## src/rtl/fp_divsqrt_seq_pkg.sv

```systemverilog
// fp_divsqrt_seq_pkg: shared state and fc encodings for the fdiv/fsqrt sequencer
package fp_divsqrt_seq_pkg;
  typedef enum logic [1:0] {
    IDLE = 2'd0,
    BUSY = 2'd1,
    DONE = 2'd2
  } ds_state_e;
  localparam logic [1:0] FC_DIV  = 2'b10;
  localparam logic [1:0] FC_SQRT = 2'b11;
endpackage

```

## src/rtl/fp_divsqrt_seq.sv

```systemverilog
// fp_divsqrt_seq: launches, counts and releases fdiv/fsqrt on the shared iterative unit
// Optional stall-cycle counter is built only when FP_DS_PERF_EN is defined.
module fp_divsqrt_seq
  import fp_divsqrt_seq_pkg::*;
#(
  parameter int DIV_CYCLES  = 12,
  parameter int SQRT_CYCLES = 14,
  parameter int CW          = 5
) (
  input  logic          clk,
  input  logic          clrn,
  input  logic          fv,
  input  logic [2:0]    fc,
  input  logic          e,
  input  logic          kill,
  output logic          start_div,
  output logic          start_sqrt,
  output logic          st_ds,
  output logic          busy,
  output logic [CW-1:0] count,
  output logic          res_valid,
  output logic [15:0]   perf_stall_cnt
);
  ds_state_e     state_q, state_d;
  logic [CW-1:0] count_q, count_d;
  logic          op_q, op_d;
  logic          start_q, start_d;
  logic          is_ds, accept, unused_fc0;
  assign unused_fc0 = fc[0];
  always_comb begin
    is_ds   = (fc[2:1] == FC_DIV) || (fc[2:1] == FC_SQRT);
    accept  = (state_q == IDLE) && fv && is_ds && !kill;
    state_d = state_q;
    count_d = count_q;
    op_d    = op_q;
    start_d = 1'b0;
    if (accept) begin
      state_d = BUSY;
      op_d    = fc[2:1] == FC_SQRT;
      count_d = (fc[2:1] == FC_SQRT) ? CW'(SQRT_CYCLES - 1) : CW'(DIV_CYCLES - 1);
      start_d = 1'b1;
    end else if (kill && state_q != IDLE) begin
      state_d = IDLE;
      count_d = '0;
    end else if (state_q == BUSY) begin
      state_d = (count_q == '0) ? DONE : BUSY;
      count_d = (count_q == '0) ? count_q : count_q - CW'(1);
    end else if (state_q == DONE && e) begin
      state_d = IDLE;
    end
  end
  always_ff @(posedge clk) begin
    if (clrn) begin
      state_q <= IDLE;
      count_q <= '0;
      op_q    <= 1'b0;
      start_q <= 1'b0;
    end else begin
      state_q <= state_d;
      count_q <= count_d;
      op_q    <= op_d;
      start_q <= start_d;
    end
  end
  assign start_div  = start_q && !op_q;
  assign start_sqrt = start_q && op_q;
  assign st_ds      = accept || state_q == BUSY;
  assign busy       = state_q == BUSY || state_q == DONE;
  assign res_valid  = state_q == DONE;
  assign count      = count_q;
`ifdef FP_DS_PERF_EN
  logic [15:0] perf_q, perf_d;
  always_comb perf_d = (st_ds && perf_q != 16'hFFFF) ? perf_q + 16'd1 : perf_q;
  always_ff @(posedge clk) begin
    if (clrn) perf_q <= '0;
    else perf_q <= perf_d;
  end
  assign perf_stall_cnt = perf_q;
`else
  assign perf_stall_cnt = '0;
`endif
endmodule

```

## config.mk

```make
export PLATFORM = sky130hd
export DESIGN_NAME = fp_divsqrt_seq
export DESIGN_NICKNAME = d
export VERILOG_FILES = /design/src/rtl/fp_divsqrt_seq_pkg.sv /design/src/rtl/fp_divsqrt_seq.sv
export SDC_FILE = /design/constraint.sdc
export NUM_CORES = 1
export LEC_CHECK = 0
export BUFFER_PORTS_ARGS = -buffer_cell sky130_fd_sc_hd__buf_4
export CORE_MARGIN = 2
export CORE_UTILIZATION = 45
export CTS_BUF_LIST = sky130_fd_sc_hd__clkbuf_2
export DETAILED_ROUTE_END_ITERATION = 10
export HOLD_SLACK_MARGIN = 0.08
export PLACE_DENSITY_LB_ADDON = 0.25
export SLEW_MARGIN = 20
export SYNTH_ARGS = -nofsm -noshare
export SYNTH_HDL_FRONTEND = slang
export SYNTH_SLANG_ARGS = --single-unit
export TNS_END_PERCENT = 20
```

## constraint.sdc

```tcl
create_clock -name clk -period 1.8 [get_ports clk]
set_input_delay 0.45 -clock clk [delete_from_list [all_inputs] [get_ports clk]]
set_output_delay 0.45 -clock clk [all_outputs]
set_load 0.01 [all_outputs]
```

# After elaboration in Yosys (flattened, before gate mapping)
# Index checks and enable logic that the tools add are counted.
# word_totals
regBits,9
# op_classes
addsub,1
eq_ne,5
mux,11
n_reduce_logical,20
# op_table
cell,count
2-to-1 mux 5 bit,4
logical AND 1 bit,7
"== test 2 bit, second input constant",3
2-to-1 mux 2 bit,3
logical NOT 5 bit,1
"subtractor 5 x 1 -> 5 bit, second input constant",1
nonzero test 2 bit,2
nonzero test 4 bit,1
logical OR 1 bit,3
2-to-1 mux 1 bit,3
2-to-1 mux 3 bit,1
"!= test 3 bit, second input constant",1
nonzero test 3 bit,1
OR reduction 3 bit,1
"== test 2 x 1 -> 1 bit, second input constant",1
logical NOT 1 bit,2
logical NOT 2 bit,1
AND reduction 2 bit,1

# Longest topological paths before layout
# Gate-level depths: netlist of the first run.
# logic_depth
ltp_word,6
mapped_depth,6
mapped_depth_nobuf,5

# Worst setup path after synthesis of the first run
# No wires, ideal clock.
# synth_timing
path_kind,reg-to-reg
startpoint,"register count_q[0], in the netlist count[0]"
endpoint,"register count_q[1], in the netlist count[1]"
t_arrival_ns,1.412
path_slack_ns,0.300
stages_incl_launch_ff,6
period_less_slack_ns,1.500
path_cell_list,dfxtp_1 inv_1 ha_1 or4b_4 and3_4 o32ai_2
# synth_between
elab_chain_cells,5
# synth_rtl
item,line_no,text
from (decl),fp_divsqrt_seq.sv:25,"logic [CW-1:0] count_q, count_d;"
from (signal assigned),fp_divsqrt_seq.sv:60,count_q <= count_d;
subtractor 5 x 1 -> 5 bit,fp_divsqrt_seq.sv:47,count_d = (count_q == '0) ? count_q : count_q - CW'(1);
2-to-1 mux 5 bit,fp_divsqrt_seq.sv:47,
2-to-1 mux 5 bit,fp_divsqrt_seq.sv:45,end else if (state_q == BUSY) begin
2-to-1 mux 5 bit,fp_divsqrt_seq.sv:42,end else if (kill && state_q != IDLE) begin
2-to-1 mux 5 bit,fp_divsqrt_seq.sv:37,if (accept) begin
# Parallel ways exist; a longest one is shown, timed or not. The select of a mux whose other input is x is not followed.
# A chain may end at the register's enable or synchronous reset.

# Worst setup path in the final report of the first run
# layout_timing
startpoint,register state_q[1]
endpoint,output st_ds
# layout_between
elab_chain_cells,5
# layout_rtl
item,line_no,text
from (decl),fp_divsqrt_seq.sv:24,"ds_state_e state_q, state_d;"
from (signal assigned),fp_divsqrt_seq.sv:59,state_q <= state_d;
logical NOT 2 bit,fp_divsqrt_seq.sv:32,accept = (state_q == IDLE) && fv && is_ds && !kill;
logical AND 1 bit (3 in series),fp_divsqrt_seq.sv:32,
logical OR 1 bit (*),fp_divsqrt_seq.sv:67,assign st_ds = accept || state_q == BUSY;
to (decl),fp_divsqrt_seq.sv:18,"output logic st_ds,"
# Mark *: on every way between the ends. The rest lies on a longest branch, timed or not.

==> metrics, run 1 <==
Mean Syn Cell Area=8.46 um2; CTS H-Tree Depth=1; initial antenna violation count=0; final instance area=734 um2; top cell type's share of synthesized area=28.4%; number of global-route vias before repair=434; drt total wl=1120 um; Final Critical Period=1680 ps; drt drc=0; drt pass-1 iters=4; via/cell ratio=4.72; CTS clock-pin slew for the worst setup and hold paths=90 ps; pwr/cell area=780 nW/um2; Post-Synthesis Cells=75; # rows=13; Sw Share=35.1%; Leakage=0.357 nW; core area=1300 um2; CTS root buf=clkbuf_2; Clock Latency Late Sink=260 ps; cell accounting for the most synthesized area=dfxtp_1; worst vdd ir=0.000370 V; number of synthesized register bits=9; fraction of layout cells with a size suffix above 1=27.7%; Final Hold Vio Count=0; n_diodes=0; final worst slack=118 ps; final setup TNS=0 ps; dpl ws=217 ps; crit start category=flip-flop; Max Cap Viol=0; Final ANT Viol Nets=0; die area=1730 um2; worst flop-to-flop path startpoint=count[0]$_SDFFE_PP0P_; starting density of the core=48.7%; Crit. End Element=output port; total track usage=15.5%; period utilization=93.5%; number of port buffers=16; Max Fclk=594 MHz; clock tree buffer depth=2; Hold Crit Class=input port to flip-flop; Final Slew Violations=0; dpl hpwl=888 um; routed via count=515; top cells by area, synth=dfxtp_1, buf_4, ha_1; status=finished clean; DRT iter0 DRCs=4; Ys Warns=0; post-synthesis sequential area ratio=28.4%; setup bufs post-CTS=0; combinational share of power=35.7%; Post-layout nets=107; GP Congestion=0.871; Internal=0.000372 W; area delta synth->final=15.8%; post-synthesis cell type count=29; Fill cells=125; maximum fanout along the worst path=3; CTS Buf Count=3; HP Start=clrn; most common cell after layout, fill and taps aside=buf_4; I/O pin cnt=34; Reg power frac=41.2%; CTS tree=yes; WP data arrival=1230 ps; unrepaired setup endpoints after global routing=no; most frequent cells in the layout=buf_4, conb_1, dfxtp_1, inv_1; largest net degree at the start of global routing=10; Psw=0.000201 W; final setup fails=0; wire per inst=10.3 um; Clk pwr share=23.1%; die span in x=41.5 um; Worst Skew=7.40 ps; Die Ht=41.5 um; Crit Path Class=flip-flop to output port; CP startpoint=state_q[1]$_SDFFE_PP0P_; cell area after synthesis=634 um2; worst path required time=1350 ps; placed inst area=712 um2; CTS sink cnt=9; grt ovf=0; first-pass GRT wire length=1970 um
==> Yosys cell counts <==
library cell	number
nand3_1	2
mux2i_1	1
ha_1	4
nand3b_1	1
nand4_1	1
o211ai_1	2
a311oi_1	1
nand2b_1	3
a22oi_1	2
buf_2	1
o21ai_0	1
o32ai_2	1
o31ai_1	1
buf_4	16
and3_4	1
nor4b_1	1
a21oi_1	2
or3_2	1
and2_1	1
nor2b_1	1
nand4b_1	1
nand2_1	5
dfxtp_1	9
or4b_1	1
inv_1	7
nor2_1	5
o2111ai_1	1
or4b_4	1
conb_1	1
==> power by group through the flow <==
stage,logic [W],registers [W],clock network [W]
floorplan,0.000158,0.000241,0
global placement,0.000201,0.000240,0
detailed placement,0.000203,0.000241,0
CTS,0.000204,0.000236,0.000138
global route,0.000232,0.000239,0.000151
finish,0.000205,0.000236,0.000132
==> worst max-delay path, cell delays in order (launching register included) <==
cell and delay (ps):
dfxtp_1 380, inv_1 70, ha_1 190, nand4b_1 120, nand2_1 70, buf_4 140
==> path summary, 6_finish.rpt <==
path | end | slack (ps) | cells after the start
worst min-delay path | op_q$_SDFFE_PP0P_ | 350 | 2
worst max-delay path | st_ds | 120 | 5
worst min register to register | count[4]$_SDFFE_PP0P_ | 500 | 2
worst max register to register | count[1]$_SDFFE_PP0P_ | 230 | 5
==> registers in the layout, summed over array words and instances (netlist names) <==
register	cells
op_q	1
count	5
state_q	2
start_q	1
==> stage by stage <==
step	utilization [%]	power, W	hold WS, ps	cells
global route	56.4	0.000622	320	109
detailed placement	54.7	0.000444	488	105
global placement	54.7	0.000441	496	105
CTS	56.3	0.000579	341	109
floorplan	-	0.000400	478	90
finish	56.4	0.000573	350	109
==> cell families (layout without fill, tap and decap cells) <==
family                   count (synthesis)  in the layout  synth area share (%)
adder cells (fa/ha/maj)                  4              4                  7.89
buffers and inverters                   24             28                  23.9
AO/OA/AOI/OAI                           11             11                  13.6
other                                    1             16                 0.591
multiplexers                             1              1                  1.58
flip-flops                               9              9                  28.4
AND/OR/NAND/NOR                         25             25                  24.1
==> layer usage <==
layer	vias up	global-route usage [%]	routed length [um]
met5	-	0	0
met4	0	9.68	37
met3	4	6.52	78
met2	20	21.6	491
met1	229	19.5	514
li1	262	-	-
==> layout make-up <==
class	count	area, um2	share of cell area [%]
Inverter	7	26.3	3.58
Clock buffer	4	20.0	2.73
Timing Repair Buffer	17	128	17.4
Multi-Input combinational cell	57	362	49.2
Tap cell	15	18.8	2.56
Sequential cell	9	180	24.5
==> repair_timing <==
| item | in CTS | in global routing |
|---|---|---|
| endpoints found under the setup margin | 0 | 1 |
| hold buffers | 0 | 0 |
| resized for setup | 0 | 1 |
| hold endpoints to repair | 0 | 0 |
Note: power is estimated with default switching activity, not from simulation.
==> run 2: changes to the inputs <==
ABC_AREA = 1   (was not set)
==> run 2 against run 1 <==
Effect of this change: wire length grew 11%; utilization grew 1.0 points; clock skew shrank 1.1 ps; cell count grew 19%; critical path type unchanged; non-clock buffer count is the same; sequential cell count is the same; critical path depth is the same; largest cell class unchanged; register-to-register slack gained 150 ps.
==> metrics, run 2 <==
placed inst area=754 um2 (+6.0%); die span in x=42.6 um (+2.6%); ys async rst share=0% (unchanged); starting density of the core=49.8% (+1.0 points); area delta synth->final=15.5%; final core utilization=57.5% (+1.0 points); CTS clock-pin slew for the worst setup and hold paths=90 ps (about the same); status=finished clean; Die Ht=42.6 um (+2.6%); CTS H-Tree Depth=1 (unchanged); count leader, synth=nand2_1; CP Cell Sequence=inv_1 > ha_1 > inv_1 > nand2_1 > buf_4; CP max stage delay=370 ps (about the same); dpl hpwl=997 um (+12%); top cells by area, synth=dfxtp_1, buf_4, nand2_1; drt drc=0 (unchanged); grt ovf=0 (unchanged); n_diodes=0 (unchanged); worst vdd ir=0.000616 V (+66%); via/cell ratio=4.57 (-3.3%); post-synthesis sequential area ratio=26.8% (-1.6 points); core area=1350 um2 (+3.7%); setup bufs post-CTS=0 (unchanged); Crit. End Element=output port; maximum fanout along the worst path=5 (+2); routed via count=594 (+15%); worst path required time=1350 ps (about the same); Clk pwr share=15.4% (-7.7 points); most used cell, CP=inv_1; final setup TNS=0 ps (unchanged); most frequent cells in the layout=nand2_1, buf_4, conb_1, inv_1, nand3_1; Ys Warns=0 (unchanged); period utilization=95.4% (+2.0 points); Crit Path Class=flip-flop to output port; Final Hold Vio Count=0 (unchanged); number of global-route vias before repair=513 (+18%); DRT iter0 DRCs=4 (unchanged); pwr/cell area=1130 nW/um2 (+44%); Final ANT Viol Nets=0 (unchanged); Post-layout nets=128 (+20%); initial antenna violation count=0 (unchanged); highest-delay cell along the critical path=dfxtp_1; WP data arrival=1270 ps (+40 ps); Mean Syn Cell Area=7.07 um2 (-16%); Final Critical Period=1720 ps (+35.3 ps); CTS root buf=clkbuf_2; I/O pin cnt=34 (unchanged); CTS Buf Count=3 (unchanged); cell accounting for the most synthesized area=dfxtp_1; GP Congestion=0.818 (-6.1%); unrepaired setup endpoints after global routing=no; cts hold-fix bufs=0 (unchanged); drt total wl=1250 um (+11%); CTS tree=yes; fin cells=130 (+19%); number of port buffers=16 (unchanged); Post-synth top cells=nand2_1, buf_4, inv_1; post-synthesis cell type count=21 (-28%); Post-Synthesis Cells=95 (+27%); Final Slew Violations=0 (unchanged); fraction of layout cells with a size suffix above 1=27.0% (-0.70 points); wire per inst=9.58 um (-6.9%); worst hold margin=390 ps (+40.0 ps); Leakage=0.401 nW (+12%); Internal=0.000495 W (+33%); Hold Crit Class=input port to flip-flop; Max Fclk=582 MHz (-2.1%); CP delay by family, top=flip-flops; clock tree buffer depth=2 (unchanged); cell area after synthesis=672 um2 (+5.9%); dpl cells=126 (+20%); combinational share of power=52.8% (+17 points); Post-synth EDFFs=0 (unchanged); CTS sink cnt=9 (unchanged); largest net degree at the start of global routing=8 (-2); Reg power frac=31.8% (-9.4 points); first-pass GRT wire length=2070 um (+4.9%); number of synthesized register bits=9 (unchanged); Psw=0.000378 W (+88%); max reg flops=5 (unchanged); Sw Share=43.3% (+8.2 points); crit start category=flip-flop; crit path buf inv count=3 (+1); drt pass-1 iters=4 (unchanged); # rows=13 (unchanged); post-CTS sizing=0 (unchanged); Max Cap Viol=0 (unchanged); total track usage=15.7% (+0.16 points); Clock Latency Late Sink=270 ps (about the same); final setup fails=0 (unchanged); top cell type's share of synthesized area=26.8% (-1.6 points); die area=1820 um2 (+5.3%); Worst Skew=6.32 ps (-1.07 ps); Main synth FF type=dfxtp_1; final instance area=776 um2 (+5.6%)
-- run 2: cell types whose count changed after synthesis, sizes merged, moves of 2 or more --
cell and delta:
o211ai -2, or4b -2, nor2 +6, a21oi +4, nand2 +15, a22oi -2
nand2b -3, inv +4, nand3 +7
-- run 2: logic make-up after synthesis --
group,after synthesis,synth area share (%)
AO/OA/AOI/OAI,9,7.45
XOR/XNOR,1,1.30
adder cells (fa/ha/maj),4,7.45
buffers and inverters,27,24.0
flip-flops,9,26.8
other,1,0.558
AND/OR/NAND/NOR,44,32.4
-- run 2: power by group through the flow --
stage	sequential [W]	combinational, W	clock [W]
final	0.000277	0.000461	0.000134
after global routing	0.000286	0.000517	0.000149
after CTS	0.000277	0.000464	0.000137
after detailed placement	0.000282	0.000458	0
after global placement	0.000280	0.000448	0
after floorplan	0.000287	0.000345	0
-- run 2: path summary, 6_finish.rpt --
check        slack [ps]  depth (start not counted)                     to                     from
min                 390                          2  count[3]$_SDFFE_PP0P_                     clrn
max reg2reg         380                          8  count[2]$_SDFFE_PP0P_  state_q[1]$_SDFFE_PP0P_
max                  80                          5                  st_ds  state_q[1]$_SDFFE_PP0P_
min reg2reg         470                          2  count[4]$_SDFFE_PP0P_    count[4]$_SDFFE_PP0P_
-- run 2: stage by stage --
| stage | setup slack [ps] | total power [W] |
|---|---|---|
| 2_1_floorplan | 423 | 0.000632 |
| 3_3_place_gp | 384 | 0.000727 |
| 3_5_place_dp | 384 | 0.000740 |
| 4_1_cts | 81.8 | 0.000877 |
| 5_1_grt | 14.2 | 0.000951 |
| 6_report | 82.5 | 0.000873 |
-- run 2: cell type report --
cell class | instances | area, um2
fillers | 134 | 574
multi-input cells | 74 | 387
flip-flops and latches | 9 | 181
repair buffers | 17 | 128
inverters | 11 | 41.3
clock buffers | 4 | 20.0
well taps | 15 | 18.8
-- run 2: layer usage --
metal  global-route usage, %  vias to the layer above  routed length (um)
met4                    13.1                        0                  44
met1                    19.2                      246                 535
li1                        -                      309                   -
met3                    3.88                        5                 118
met5                       0                        -                   0
met2                    22.4                       34                 548
